[config.mk]
export PLATFORM = sky130hd
export DESIGN_NAME = note_tone_gen
export DESIGN_NICKNAME = d
export VERILOG_FILES = /design/src/rtl/piano_pkg.sv /design/src/rtl/note_sync_filter.sv /design/src/rtl/note_tone_gen.sv
export SDC_FILE = /design/constraint.sdc
export NUM_CORES = 1
export LEC_CHECK = 0
export ABC_AREA = 1
export CORE_ASPECT_RATIO = 0.9
export CORE_MARGIN = 2
export CORE_UTILIZATION = 55
export DETAILED_ROUTE_END_ITERATION = 10
export PLACE_DENSITY = 0.74
export SYNTH_ARGS = -nofsm -noshare
export SYNTH_HDL_FRONTEND = slang
export SYNTH_SLANG_ARGS = --single-unit
export TNS_END_PERCENT = 20
[constraint.sdc]
create_clock -name CLK -period 2.3 [get_ports CLK]
set_input_delay 0.46 -clock CLK [delete_from_list [all_inputs] [get_ports CLK]]
set_output_delay 0.46 -clock CLK [all_outputs]
set_load 0.02 [all_outputs]
[src/rtl/piano_pkg.sv]
// ---------------------------------------------------------------------------
// piano_pkg
//   Shared definitions for the note tone generator:
//     - 4-bit note codes (C5..C4 = 0..7, NONE = 8; 9..15 are also silent)
//     - half_period(code): 100 MHz half-period length in clock cycles for a
//       note code, 0 for any silent code
//     - tone_state_e: speaker FSM state encoding
//   Optional feature macro used by the top level: TONE_VOLUME_EN.
// ---------------------------------------------------------------------------
package piano_pkg;

    // Width of the raw half-period table entries (largest entry is 191110).
    localparam int HP_W = 18;

    localparam logic [3:0] NOTE_C5   = 4'd0;
    localparam logic [3:0] NOTE_B4   = 4'd1;
    localparam logic [3:0] NOTE_A4   = 4'd2;
    localparam logic [3:0] NOTE_G4   = 4'd3;
    localparam logic [3:0] NOTE_F4   = 4'd4;
    localparam logic [3:0] NOTE_E4   = 4'd5;
    localparam logic [3:0] NOTE_D4   = 4'd6;
    localparam logic [3:0] NOTE_C4   = 4'd7;
    localparam logic [3:0] NOTE_NONE = 4'd8;

    typedef enum logic [1:0] {
        ST_SILENT = 2'd0,
        ST_HIGH   = 2'd1,
        ST_LOW    = 2'd2
    } tone_state_e;

    // Codes 0..7 carry a pitch; bit 3 set means silence (8..15).
    function automatic logic note_is_pitch(input logic [3:0] code);
        return ~code[3];
    endfunction

    function automatic logic [HP_W-1:0] half_period(input logic [3:0] code);
        case (code)
            NOTE_C5: return 18'd95557;
            NOTE_B4: return 18'd101239;
            NOTE_A4: return 18'd113636;
            NOTE_G4: return 18'd127551;
            NOTE_F4: return 18'd143172;
            NOTE_E4: return 18'd151685;
            NOTE_D4: return 18'd170265;
            NOTE_C4: return 18'd191110;
            default: return '0;
        endcase
    endfunction

endpackage

[src/rtl/note_sync_filter.sv]
// ---------------------------------------------------------------------------
// note_sync_filter
//   Brings the asynchronous 4-bit note code into the CLK domain and only
//   publishes a code once it has been stable for STABLE_CYCLES consecutive
//   synchronized samples. Short glitches on the sequencer side never reach
//   pending_o.
//
//   Ports:
//     CLK        in   system clock
//     RESET      in   asynchronous, active-high reset (all state -> NONE)
//     note_i     in   [3:0] note code, asynchronous to CLK
//     pending_o  out  [3:0] last code that passed the stability filter
//
//   Parameters:
//     SYNC_STAGES    synchronizer depth (keep >= 2)
//     STABLE_CYCLES  consecutive equal samples needed to accept a code
// ---------------------------------------------------------------------------
module note_sync_filter
    import piano_pkg::*;
#(
    parameter int SYNC_STAGES   = 2,
    parameter int STABLE_CYCLES = 4
) (
    input  logic       CLK,
    input  logic       RESET,
    input  logic [3:0] note_i,
    output logic [3:0] pending_o
);

    localparam int             RUN_W     = $clog2(STABLE_CYCLES + 1);
    localparam logic [RUN_W-1:0] RUN_LIMIT = RUN_W'(STABLE_CYCLES);
    localparam logic [RUN_W-1:0] RUN_ONE   = RUN_W'(1);

    // Synchronizer chain; only the last stage is used downstream.
    logic [3:0] sync_q [SYNC_STAGES];

    always_ff @(posedge CLK or posedge RESET) begin
        if (RESET) begin
            for (int i = 0; i < SYNC_STAGES; i++) begin
                sync_q[i] <= NOTE_NONE;
            end
        end else begin
            sync_q[0] <= note_i;
            for (int i = 1; i < SYNC_STAGES; i++) begin
                sync_q[i] <= sync_q[i-1];
            end
        end
    end

    logic [3:0]       sync_note;
    logic [3:0]       cand_q;
    logic [RUN_W-1:0] run_q, run_d;
    logic [3:0]       pending_q, pending_d;

    assign sync_note = sync_q[SYNC_STAGES-1];

    // run_d counts how many consecutive cycles sync_note has held its value,
    // including the current sample, saturating at the acceptance limit.
    // The code is published on the same edge that the run reaches the limit.
    always_comb begin
        run_d     = run_q;
        pending_d = pending_q;
        if (sync_note != cand_q) begin
            run_d = RUN_ONE;
        end else if (run_q != RUN_LIMIT) begin
            run_d = run_q + RUN_ONE;
        end
        if (run_d == RUN_LIMIT) begin
            pending_d = sync_note;
        end
    end

    always_ff @(posedge CLK or posedge RESET) begin
        if (RESET) begin
            cand_q    <= NOTE_NONE;
            run_q     <= '0;
            pending_q <= NOTE_NONE;
        end else begin
            cand_q    <= sync_note;
            run_q     <= run_d;
            pending_q <= pending_d;
        end
    end

    assign pending_o = pending_q;

endmodule

[src/rtl/note_tone_gen.sv]
// ---------------------------------------------------------------------------
// note_tone_gen
//   Square-wave speaker driver for the auto-play song sequencer. The note
//   code is synchronized and debounced (note_sync_filter), then a
//   SILENT/HIGH/LOW FSM generates the tone. Pitch is only re-evaluated when a
//   half period finishes, so pitch changes are phase continuous and no pulse
//   is ever shorter than the shorter of the two half periods involved.
//
//   Ports:
//     CLK       in   100 MHz system clock
//     RESET     in   asynchronous, active-high reset
//     note      in   [3:0] note code (0=C5 .. 7=C4, 8..15 silent), async
//     enable    in   synchronous mute, 0 forces silence on the next edge
//     volume    in   [2:0] PWM volume (only with TONE_VOLUME_EN defined)
//     speaker   out  square-wave drive
//     playing   out  high while a pitch is being generated
//     cur_note  out  [3:0] currently accepted code (8 after a silent code)
//
//   Parameters:
//     CNT_W          half-period counter width (must hold 191110)
//     SYNC_STAGES    note synchronizer depth, >= 2
//     STABLE_CYCLES  samples needed before a new note code is accepted
//     HP_SHIFT       right shift applied to every table entry; 0 gives the
//                    true pitches, larger values give proportionally
//                    shorter periods for fast simulation of long songs
//
//   Optional feature: define TONE_VOLUME_EN to add the volume port and gate
//   the speaker with an 8-bit free-running PWM carrier.
// ---------------------------------------------------------------------------
module note_tone_gen
    import piano_pkg::*;
#(
    parameter int CNT_W         = 18,
    parameter int SYNC_STAGES   = 2,
    parameter int STABLE_CYCLES = 4,
    parameter int HP_SHIFT      = 0
) (
    input  logic       CLK,
    input  logic       RESET,
    input  logic [3:0] note,
    input  logic       enable,
`ifdef TONE_VOLUME_EN
    input  logic [2:0] volume,
`endif
    output logic       speaker,
    output logic       playing,
    output logic [3:0] cur_note
);

    // ------------------------------------------------------------------
    // Note code synchronizer + stability filter
    // ------------------------------------------------------------------
    logic [3:0] pending;

    note_sync_filter #(
        .SYNC_STAGES   (SYNC_STAGES),
        .STABLE_CYCLES (STABLE_CYCLES)
    ) u_sync_filter (
        .CLK       (CLK),
        .RESET     (RESET),
        .note_i    (note),
        .pending_o (pending)
    );

    // ------------------------------------------------------------------
    // Reload value for the pending code. The counter runs reload..0, so a
    // half period of N cycles loads N-1. For silent codes the value is
    // meaningless and never loaded.
    // ------------------------------------------------------------------
    logic             pend_valid;
    logic [HP_W-1:0]  pend_hp;
    logic [CNT_W-1:0] pend_reload;

    assign pend_valid  = note_is_pitch(pending);
    assign pend_hp     = half_period(pending);
    assign pend_reload = CNT_W'(pend_hp >> HP_SHIFT) - CNT_W'(1);

    // ------------------------------------------------------------------
    // Tone FSM
    // ------------------------------------------------------------------
    tone_state_e      state_q, state_d;
    logic [CNT_W-1:0] count_q, count_d;
    logic             speaker_q, speaker_d;
    logic [3:0]       cur_note_q, cur_note_d;
    logic             playing_q;

    always_comb begin
        state_d    = state_q;
        count_d    = count_q;
        speaker_d  = speaker_q;
        cur_note_d = cur_note_q;

        if (!enable) begin
            // Mute takes priority over any half-period boundary; the last
            // accepted note stays visible on cur_note.
            state_d   = ST_SILENT;
            count_d   = '0;
            speaker_d = 1'b0;
        end else begin
            case (state_q)
                ST_SILENT: begin
                    count_d   = '0;
                    speaker_d = 1'b0;
                    if (pend_valid) begin
                        state_d    = ST_HIGH;
                        count_d    = pend_reload;
                        cur_note_d = pending;
                        speaker_d  = 1'b1;
                    end
                end

                ST_HIGH, ST_LOW: begin
                    if (count_q != '0) begin
                        count_d = count_q - CNT_W'(1);
                    end else if (pend_valid) begin
                        // Boundary: flip level and pick up whatever code is
                        // pending now (same or new pitch, same reload path).
                        state_d    = (state_q == ST_HIGH) ? ST_LOW : ST_HIGH;
                        speaker_d  = (state_q == ST_LOW);
                        count_d    = pend_reload;
                        cur_note_d = pending;
                    end else begin
                        state_d    = ST_SILENT;
                        speaker_d  = 1'b0;
                        count_d    = '0;
                        cur_note_d = NOTE_NONE;
                    end
                end

                default: begin
                    state_d   = ST_SILENT;
                    count_d   = '0;
                    speaker_d = 1'b0;
                end
            endcase
        end
    end

    always_ff @(posedge CLK or posedge RESET) begin
        if (RESET) begin
            state_q    <= ST_SILENT;
            count_q    <= '0;
            speaker_q  <= 1'b0;
            cur_note_q <= NOTE_NONE;
            playing_q  <= 1'b0;
        end else begin
            state_q    <= state_d;
            count_q    <= count_d;
            speaker_q  <= speaker_d;
            cur_note_q <= cur_note_d;
            // Registered from the next state so it lines up with state_q.
            playing_q  <= (state_d != ST_SILENT);
        end
    end

    assign playing  = playing_q;
    assign cur_note = cur_note_q;

    // ------------------------------------------------------------------
    // Output stage
    // ------------------------------------------------------------------
`ifdef TONE_VOLUME_EN
    // Free-running PWM carrier; the top three bits against volume give a
    // duty of volume/8 (0 = always off, 7 = 7/8 on).
    logic [7:0] carrier_q;

    always_ff @(posedge CLK or posedge RESET) begin
        if (RESET) begin
            carrier_q <= '0;
        end else begin
            carrier_q <= carrier_q + 8'd1;
        end
    end

    assign speaker = speaker_q & (carrier_q[7:5] < volume);
`else
    assign speaker = speaker_q;
`endif

endmodule

# --- Word level (Yosys, flattened, before mapping) ---
# Memories as Yosys holds them, arrays and structs flattened.
# Index checks and enable logic that the tools add are counted.
# W data, S select, Z words.
word_totals:
  register_bits: 45
  rom_bits: 144
  out_inout_bits: 6
  word_cells: 50
  mem_count: 1
op_classes:
  addsub: 3
  n_eq_ne: 8
  n_mux: 22
  reduce_logical: 6
memory_table:
  columns: ["memory", "depth", "width", "read_ports", "rd_clocked_by_memory_dff", "wr", "line_no", "rtl"]
  rows:
  - ["(name not given)", 8, 18, 1, 0, 0, "piano_pkg.sv:37", "case (code)"]
op_table:
  columns: ["operator", "count"]
  rows:
  - ["$mux W18", 4]
  - ["$pmux W18 S2", 1]
  - ["$sub A18 B1 Y18 const B", 2]
  - ["$reduce_bool A18 Y1", 1]
  - ["$mux W4", 3]
  - ["$mux W2", 5]
  - ["$pmux W4 S2", 1]
  - ["$mux W3", 2]
  - ["$ne A3 B3 Y1 const B", 2]
  - ["$mux W1", 4]
  - ["$ne A2 B2 Y1 const B", 2]
  - ["$ne A4 B4 Y1", 1]
  - ["$pmux W2 S2", 1]
  - ["$reduce_and A4 Y1", 1]
  - ["$reduce_bool A2 Y1", 2]
  - ["$add A3 B1 Y3 const B", 1]
  - ["$eq A3 B3 Y1 const B", 1]
  - ["$eq A2 B1 Y1 const B", 1]
  - ["$eq A2 B2 Y1 const B", 1]
  - ["$logic_not A2 Y1", 1]
  - ["$pmux W1 S2", 1]
  - ["$reduce_or A2 Y1", 1]

# --- Logic depth before layout (Yosys ltp) ---
# Gate-level depths: netlist of the first run.
depth:
  word_depth: 7
  depth_mapped: 13
  depth_no_buf: 13

# --- Hierarchy ---
# A second synthesis of the first run with hierarchy kept.
hier_totals:
  hier_cells: 411
  hier_area_um2: 3031.7
by_module_without_submodules:
  columns: ["mod", "n_inst", "cells_each", "area_each_um2"]
  rows:
  - ["note_tone_gen", 1, 329, 2224.6]
  - ["note_sync_filter", 1, 82, 807.0]

# --- Worst setup path before layout of the first run ---
# OpenSTA, ideal clock, no wires.
synth_path:
  path_kind: "register to register"
  from: "register u_sync_filter.pending_q[0], in the netlist u_sync_filter.pending_o[0]"
  to: "register count_q[12]"
  setup_time_ps: 136
  arrival_ps: 1854
  t_required_ps: 2164
  path_slack_ps: 310
  path_stages_with_launch: 14
  synth_period_minus_slack_ps: 1990
  path_cell_list: "dfrtp_1 -> inv_1 -> ha_1 -> nand2_1 -> o21ai_0 -> nand2_2 -> ha_1 -> nand3_2 -> nor2_1 -> nand2_1 -> nand2_1 -> nand2_1 -> nand3_1 -> a21oi_1"
synth_between:
  elab_chain_cells: 7
synth_rtl:
  columns: ["item", "line_no", "rtl"]
  rows:
  - ["start, declared", "note_sync_filter.sv:53", "logic [3:0] pending_q, pending_d;"]
  - ["start signal, assigned", "note_sync_filter.sv:81", "pending_q <= pending_d;"]
  - ["$mem_v2 Z8 W18 *", null, null]
  - ["$mux W18 *", "piano_pkg.sv:37", null]
  - ["$sub A18 B1 Y18 *", "note_tone_gen.sv:76", "assign pend_reload = CNT_W'(pend_hp >> HP_SHIFT) - CNT_W'(1);"]
  - ["$mux W18 *", "note_tone_gen.sv:104, note_tone_gen.sv:115", null]
  - ["$mux W18", "note_tone_gen.sv:113", "if (count_q != '0) begin"]
  - ["$pmux W18 S2 *", "note_tone_gen.sv:100", "case (state_q)"]
  - ["$mux W18 *", "note_tone_gen.sv:93", "if (!enable) begin"]
  - ["named net count_d[12]", "note_tone_gen.sv:82", "logic [CNT_W-1:0] count_q, count_d;"]
  - ["end signal, assigned", "note_tone_gen.sv:148", "count_q <= count_d;"]
  - ["end, declared", "note_tone_gen.sv:82", null]
# The timed path passes the listed nets; every way through them passes the cells marked *.
# A chain may end at the register's enable or synchronous reset.

# --- Final worst setup path of the first run ---
layout_path:
  from: "register u_sync_filter.pending_q[0], in the netlist u_sync_filter.pending_o[0]"
  to: "register count_q[2]"
# Same word-level chain as after synthesis.

==> results of run 1 <==
registers in the layout (all words and copies together), names as in the netlist:
name                     flops
count_q                     18
cur_note                     4
playing                      1
speaker                      1
state_q                      2
u_sync_filter.cand_q         4
u_sync_filter.pending_o      4
u_sync_filter.run_q          3
u_sync_filter.sync_note      4
u_sync_filter.sync_q         4
critical path: cells and delay by family (launching register included):
family	cells	cell delay, ns
AO/OA/AOI/OAI	3	0.44
adder cells (fa/ha/maj)	2	0.42
flip-flops	1	0.42
buffers and inverters	2	0.27
AND/OR/NAND/NOR	2	0.26
XOR/XNOR	1	0.16
metrics by stage:
stage | worst slack (ns) | total power, W | util | hold slack [ns]
2_1_floorplan | 0.310 | 0.00115 | - | 0.331
3_3_place_gp | 0.212 | 0.00124 | 0.622 | 0.334
3_5_place_dp | 0.127 | 0.00124 | 0.622 | 0.338
4_1_cts | 0.0729 | 0.00188 | 0.646 | 0.360
5_1_grt | 0.0770 | 0.00196 | 0.650 | 0.364
6_report | 0.250 | 0.00186 | 0.650 | 0.356
placed cells by master, fill, tap and decap left out, drive strengths merged, types with 12 or more instances in the layout:
master / instances
a21oi: 20
clkdlybuf4s50: 12
dfrtp: 40
ha: 15
inv: 42
nand2: 86
nand3: 37
nor2: 42
o21ai: 18
xor2: 14
logic make-up after synthesis:
logic type,count (synthesis),synth area share
and+or+nand+nor,178,0.305
buffers and inverters,49,0.0697
AOI/OAI and AO/OA,45,0.0852
DFF,45,0.402
xor gates and xnor gates,18,0.0559
adders and majority gates,15,0.0666
muxes,4,0.0160
cell type report:
| class | count | area [sq um] | share of cell area |
|---|---|---|---|
| clock buffer | 5 | 68.8 | 0.0216 |
| clock inverter | 3 | 50.0 | 0.0157 |
| inverter | 41 | 154 | 0.0484 |
| multi-input combinational | 260 | 1510 | 0.474 |
| sequential | 45 | 1130 | 0.356 |
| tap | 65 | 81.3 | 0.0256 |
| timing repair buffer | 19 | 185 | 0.0582 |
power by group:
| group | switching [W] | leakage (nW) | internal, W |
|---|---|---|---|
| sequential | 0.0000349 | 0.563 | 0.000835 |
| clock | 0.000298 | 0.0603 | 0.000333 |
| combinational | 0.000226 | 0.904 | 0.000137 |
| total | 0.000559 | 1.53 | 0.00131 |
worst min path at each step:
stage                                       start                    endpoint  slack [ns]  cells past startpoint
after floorplan           u_sync_filter.sync_q[4]  u_sync_filter.sync_note[0]        0.33                      0
after global placement    u_sync_filter.sync_q[6]  u_sync_filter.sync_note[2]        0.33                      0
after detailed placement  u_sync_filter.sync_q[6]  u_sync_filter.sync_note[2]        0.34                      0
after CTS                 u_sync_filter.sync_q[6]  u_sync_filter.sync_note[2]        0.36                      0
after global routing      u_sync_filter.sync_q[6]  u_sync_filter.sync_note[2]        0.36                      0
final                     u_sync_filter.sync_q[6]  u_sync_filter.sync_note[2]        0.36                      0
per-layer routing:
layer	track usage	up-vias
met5	0	-
met4	0.0651	0
met3	0.0510	7
met2	0.373	54
met1	0.329	1077
li1	-	1172
==> results by group, run 1 <==
Route
  • Wire per inst: around 13 um
  • Antenna viol nets, final: 0
  • Drt initial violations: 150
  • Final WL: between 5000 and 6000 um
  • DRT Pass-1 Iters: 4
  • Top Metal Used: met4
  • Total number of vias: between 2000 and 2500
  • Met2 wire length: roughly 2700 um
  • Drt via density: between 5 and 6
  • DRC: 0
  • WL met3: between 200 and 300 um
  • Met1 Routed Length: ~2800 um

Critical path
  • Worst reg-to-reg path cell count: 10
  • Worst EP arrival: approximately 2.3 ns
  • Crit path max fanout: 6
  • Critical path class: reg -> reg
  • Cell chain of the critical path: inv_1 > buf_4 > ha_1 > o21ai_1 > nand2_2 > ha_2 > xor2_1 > nor2_1 > o211ai_1 > a21oi_1
  • CP endpoint: count_q[2]
  • Worst Setup Start Kind: flop
  • Slowest-stage cell, CP: dfrtp_1
  • Crit path from: u_sync_filter.pending_o[0]
  • CP required: about 2.5 ns
  • Flop-to-flop setup slack: around 0.25 ns
  • Crit. End Element: flop
  • Crit Reg-Reg Startpoint: u_sync_filter.pending_o[0]
  • Capturing point of the worst reg2reg path: count_q[2]
  • CP peak stage delay: roughly 0.42 ns

Clock tree
  • CTS HTree Levels: 2
  • Clock latency on the worst-skew pair: 0.31 ns
  • Hold Buf Count CTS: 0
  • CTS tree: built
  • Post-CTS Repair Setup Buffers: 0
  • Number of buffers created by CTS: 5
  • Number of clock sinks: 45
  • Clock-pin slew on the worst setup and hold paths: 0.10 ns
  • Post-CTS sizing: 0
  • Root buffer cell: clkbuf_8
  • Clk buf depth: 2

Yosys
  • Ys flop type: dfrtp_1
  • Post-synthesis cell area: about 0.0028 sq mm
  • Syn nets: between 300 and 400
  • Synth area leader: dfrtp_1
  • Post-synthesis average cell area: 7.96 sq um
  • Syn. warnings: 0
  • Gate Count Post-Synth: 354
  • Top-count cell post-synth: nand2_1
  • Sequential share of the synthesized area: 0.402
  • Flop and latch count out of synthesis: 45
  • Post-synth top area share: 0.355
  • Number of flops mapped to enable cells by yosys: 0
  • Fraction of registers with async set/reset: 1.00
  • Synth top cells by count: nand2_1 (81), dfrtp_1 (40), inv_1 (38)
  • Synth cell types: 34
  • Main area contributors after synthesis: dfrtp_1 (36%), nand2_1 (11%), ha_1 (6.7%)

STA
  • Slew Limit Fails: 0
  • # setup viols final: 0
  • Hold Vio Cnt, Final: 0
  • Fin Setup TNS: 0 ns
  • Slew @ Worst Pin: ~0.47 ns
  • Fmax: 488 MHz
  • Fin crit share: 0.891
  • Crit path time final: between 2 and 2.5 ns
  • Clock Skews: a little over 0.01 ns
  • Max-slew headroom: 0.685
  • RSZ-0062 raised after global routing: false

Layout
  • Final Instance Count excl. Fillers: between 400 and 500
  • Fillers: 410
  • Final Cell Area: around 0.0032 sq mm
  • Antenna diode count: 0
  • Layout cells sized above 1: 0.150
  • P&R area growth vs syn: 12.8%
  • Nets@finish: 394

Global routing
  • First-pass GRT wire length: roughly 11000 um
  • Gr usage total: 0.235
  • Gr ovfl total: 0
  • Pin count of the biggest net entering global routing: 31
  • Number of global-route vias before repair: around 2300
  • Initial antenna violation count: 0

Outcome
  • Outcome: finished, final reports clean

Run
  • Max-cap violations: 0

Floorplanning
  • Site row count: 24
  • Die H: around 72 um
  • Initial Util: 0.576
  • Die width: between 70 and 80 um
  • Number of placed I/O pins: 13
  • Core Footprint: about 0.005 sq mm
  • Die area: 0.00572 sq mm

Place
  • Cells after DPL: 430
  • I/O Buffers: 12
  • HPWL Detailed: roughly 4400 um
  • Area post-placement: slightly above 0.003 sq mm
  • Gpl congestion: ~0.94

Power
  • Max IR drop VDD: 0.000403 V
  • Leakage power: 1.53 nW
  • Power density cells: just under 600 mW/mm^2

Min path
  • Min-Delay Path Class: reg -> reg
Note: power is estimated with default switching activity, not from simulation.
==> inputs of run 2 (changes only) <==
--- a/config.mk
+++ b/config.mk
@@ -10,8 +10,9 @@
 export CORE_MARGIN = 2
 export CORE_UTILIZATION = 55
 export DETAILED_ROUTE_END_ITERATION = 10
-export PLACE_DENSITY = 0.74
+export PLACE_DENSITY = 0.73
 export SYNTH_ARGS = -nofsm -noshare
 export SYNTH_HDL_FRONTEND = slang
+export SYNTH_HIERARCHICAL = 1
 export SYNTH_SLANG_ARGS = --single-unit
 export TNS_END_PERCENT = 20
==> run 2 against run 1 <==
Net effect:
- via count up 6.6%
- maximum frequency up 2.7%
- first-iteration DRC count down 26%
- critical path type unchanged
- highest routed layer unchanged
==> results by group, run 2 <==
STA
  • Max-slew headroom: 0.540 (-0.145)
  • RSZ-0062 raised after global routing: false
  • Hold Vio Cnt, Final: 0 (unchanged)
  • Fin crit share: 0.868 (-0.0234)
  • Clock Skews: 0.00778 ns (-0.00228 ns)
  • Setup ws final: 0.304 ns (+0.0539 ns)
  • Fmax: 501 MHz (+2.7%)
  • Fin Setup TNS: 0 ns (unchanged)
  • Slew @ Worst Pin: 0.689 ns (+0.217 ns)
  • # setup viols final: 0 (unchanged)
  • Slew Limit Fails: 0 (unchanged)
  • Crit path time final: 2.00 ns (-0.0539 ns)

Place
  • Setup WS pre-CTS: 0.203 ns (+0.0757 ns)
  • Gpl congestion: 0.826 (-12%)
  • I/O Buffers: 12 (unchanged)
  • HPWL Detailed: 4400 um (about the same)

Critical path
  • Crit Reg-Reg Startpoint: u_sync_filter/pending_o[1]
  • Crit. End Element: flop
  • Critical path class: reg -> reg
  • CP peak stage delay: 0.44 ns (+0.02 ns)
  • Worst EP arrival: 2.23 ns (-0.05 ns)
  • Worst Setup Start Kind: flop
  • Top cell by count, worst path: nand2_1
  • Flop-to-flop setup slack: 0.30 ns (+0.05 ns)
  • Crit path max-delay family: simple AND/OR/NAND/NOR gates
  • Buf+Inv Stages, Crit Path: 1 (-1)
  • Capturing point of the worst reg2reg path: count_q[10]
  • Cell chain of the critical path: inv_1 > ha_1 > nand2_1 > o21ai_0 > nand2_1 > ha_1 > nand3_2 > nor2_1 > nand2_1 > nand2_1 > nand2_1 > a21oi_1
  • Worst reg-to-reg path cell count: 12 (+2)
  • Crit path max fanout: 8 (+2)
  • Slowest-stage cell, CP: dfrtp_2
  • CP required: 2.53 ns (about the same)

Route
  • DRC: 0 (unchanged)
  • Wire per inst: 11.8 um (-12%)
  • Total number of vias: 2463 (+6.6%)
  • Antenna viol nets, final: 0 (unchanged)
  • Drt via density: 5.00 (-5.3%)
  • DRT Pass-1 Iters: 4 (unchanged)
  • Drt initial violations: 111 (-26%)
  • Final WL: 5840 um (-0.97%)

Layout
  • Largest reg by FF count: count_q
  • Most frequent cells in the layout: nand2_1 (140), inv_1 (46), nor2_1 (38), dfrtp_1 (38), a21oi_1 (20)
  • P&R area growth vs syn: 9.58%
  • Antenna diode count: 0 (unchanged)
  • Nets@finish: 447 (+13%)
  • Layout cells sized above 1: 0.134 (-0.0163)
  • Max FFs per register: 18 (unchanged)
  • Most common cell after layout, fill and taps aside: nand2_1

Yosys
  • Synth cell types: 39 (+15%)
  • Fraction of registers with async set/reset: 1.00 (unchanged)
  • Number of flops mapped to enable cells by yosys: 0 (unchanged)
  • Gate Count Post-Synth: 411 (+16%)
  • Ys flop type: dfrtp_1
  • Syn nets: 433 (+15%)
  • Post-synthesis average cell area: 7.38 sq um (-7.4%)
  • Post-synthesis cell area: 0.00303 sq mm (+7.5%)
  • Synth top cells by count: nand2_1 (140), inv_1 (47), dfrtp_1 (40)
  • Sequential share of the synthesized area: 0.374 (-0.0282)
  • Top-count cell post-synth: nand2_1
  • Syn. warnings: 6 (+6)
  • Post-synth top area share: 0.330 (-0.0249)
  • Synth area leader: dfrtp_1
  • Main area contributors after synthesis: dfrtp_1 (33%), nand2_1 (17%), ha_1 (6.2%)
  • Flop and latch count out of synthesis: 45 (unchanged)

Outcome
  • Outcome: finished, final reports clean

Floorplanning
  • Die area: 0.00612 sq mm (+7.1%)
  • Number of placed I/O pins: 13 (unchanged)
  • Die width: 82.3 um (+3.5%)
  • Site row count: 25 (+4.2%)
  • Initial Util: 0.573 (-0.00243)
  • Die H: 74.4 um (+3.5%)
  • Core Footprint: 0.00529 sq mm (+8.0%)

Min path
  • Min-delay src: u_sync_filter/sync_q[4]
  • Hold endpoint: u_sync_filter/sync_note[0]
  • Min-Delay Path Class: reg -> reg
  • Cell depth of the worst hold path: 0 (unchanged)

Run
  • Max-cap violations: 0 (unchanged)

Global routing
  • Pin count of the biggest net entering global routing: 27 (-13%)
  • Gr ovfl total: 0 (unchanged)
  • Number of global-route vias before repair: 2326 (+1.7%)
  • Gr usage total: 0.217 (-0.0178)
  • Initial antenna violation count: 0 (unchanged)
  • First-pass GRT wire length: 10300 um (-2.0%)

Clock tree
  • Hold Buf Count CTS: 0 (unchanged)
  • CTS HTree Levels: 2 (unchanged)
  • CTS tree: built
  • Post-CTS Repair Setup Buffers: 0 (unchanged)
  • Clock-pin slew on the worst setup and hold paths: 0.09 ns (about the same)
  • Clock latency on the worst-skew pair: 0.30 ns (about the same)
  • Root buffer cell: clkbuf_8
  • Post-CTS sizing: 0 (unchanged)
  • Number of buffers created by CTS: 5 (unchanged)
  • Number of clock sinks: 45 (unchanged)
  • Clk buf depth: 2 (unchanged)

Power
  • Max IR drop VDD: 0.000392 V (-2.6%)
  • Power density cells: 571 mW/mm^2 (-2.7%)
  • Leakage power: 1.71 nW (+12%)
==> run 2: changes by cell type after synthesis, sizes merged, moves of 2 or more <==
| cell | delta |
|---|---|
| clkinv | +2 |
| inv | +10 |
| mux2 | -4 |
| nand2 | +61 |
| nand3 | -15 |
| nor2 | +8 |
| o21ai | -3 |
| xnor2 | +4 |
| xor2 | -5 |
==> run 2: worst max-delay path by stage <==
stage	startpoint	end	slack [ns]	cells past startpoint
after floorplan	u_sync_filter/pending_o[0]	count_q[12]	0.45	12
after global placement	u_sync_filter/pending_o[0]	count_q[10]	0.28	12
after detailed placement	u_sync_filter/pending_o[0]	count_q[12]	0.20	12
after CTS	u_sync_filter/pending_o[0]	count_q[12]	0.17	12
after global routing	u_sync_filter/pending_o[0]	count_q[12]	0.008	12
final	u_sync_filter/pending_o[1]	count_q[10]	0.30	12
==> run 2: area by class of cell <==
cell class	count	area, sq um
fill	472	1960
tap	67	83.8
sequential	45	1130
clock buffer	5	68.8
multi-input combinational	304	1640
clock inverter	3	47.5
timing repair buffer	16	150
inverter	53	200
==> run 2: report_power, final <==
group / total, W / internal (W) / switching [W]
Sequential: 0.000876 / 0.000836 / 0.0000409
Clock: 0.000623 / 0.000332 / 0.000291
Combinational: 0.000396 / 0.000144 / 0.000252
Total: 0.00190 / 0.00131 / 0.000584
==> run 2: cells by family (layout without fill, tap and decap cells) <==
family,after synthesis,count (layout),share of synthesized area
adders and majority gates,15,15,0.0619
and+or+nand+nor,230,230,0.345
AOI/OAI and AO/OA,42,42,0.0776
DFF,45,45,0.374
xor gates and xnor gates,17,17,0.0553
buffers and inverters,62,77,0.0867
==> run 2: stage by stage <==
step                utilization  hold WS, ns  total power, W  area, sq um  std cells
finish                    0.628        0.359         0.00190         3320        493
global route              0.628        0.367         0.00201         3320        493
CTS                       0.628        0.365         0.00192         3320        493
detailed placement        0.606        0.336         0.00129         3200        485
global placement          0.606        0.333         0.00128         3200        485
floorplan                     -        0.331         0.00120         3030        411
==> run 2: worst register-to-register path, stage by stage (launching register included) <==
cell and delay, ns:
dfrtp_2 0.44, inv_1 0.10, ha_1 0.29, nand2_1 0.10, o21ai_0 0.13, nand2_1 0.10
ha_1 0.19, nand3_2 0.13, nor2_1 0.16, nand2_1 0.06, nand2_1 0.05, nand2_1 0.05
a21oi_1 0.12
==> run 2: routing by layer <==
layer | wire length [um] | global-route usage | vias to the layer above
li1 | - | - | 1299
met1 | 2960 | 0.306 | 1105
met2 | 2590 | 0.346 | 57
met3 | 269 | 0.0437 | 2
met4 | 24 | 0.0519 | 0
met5 | 0 | 0 | -
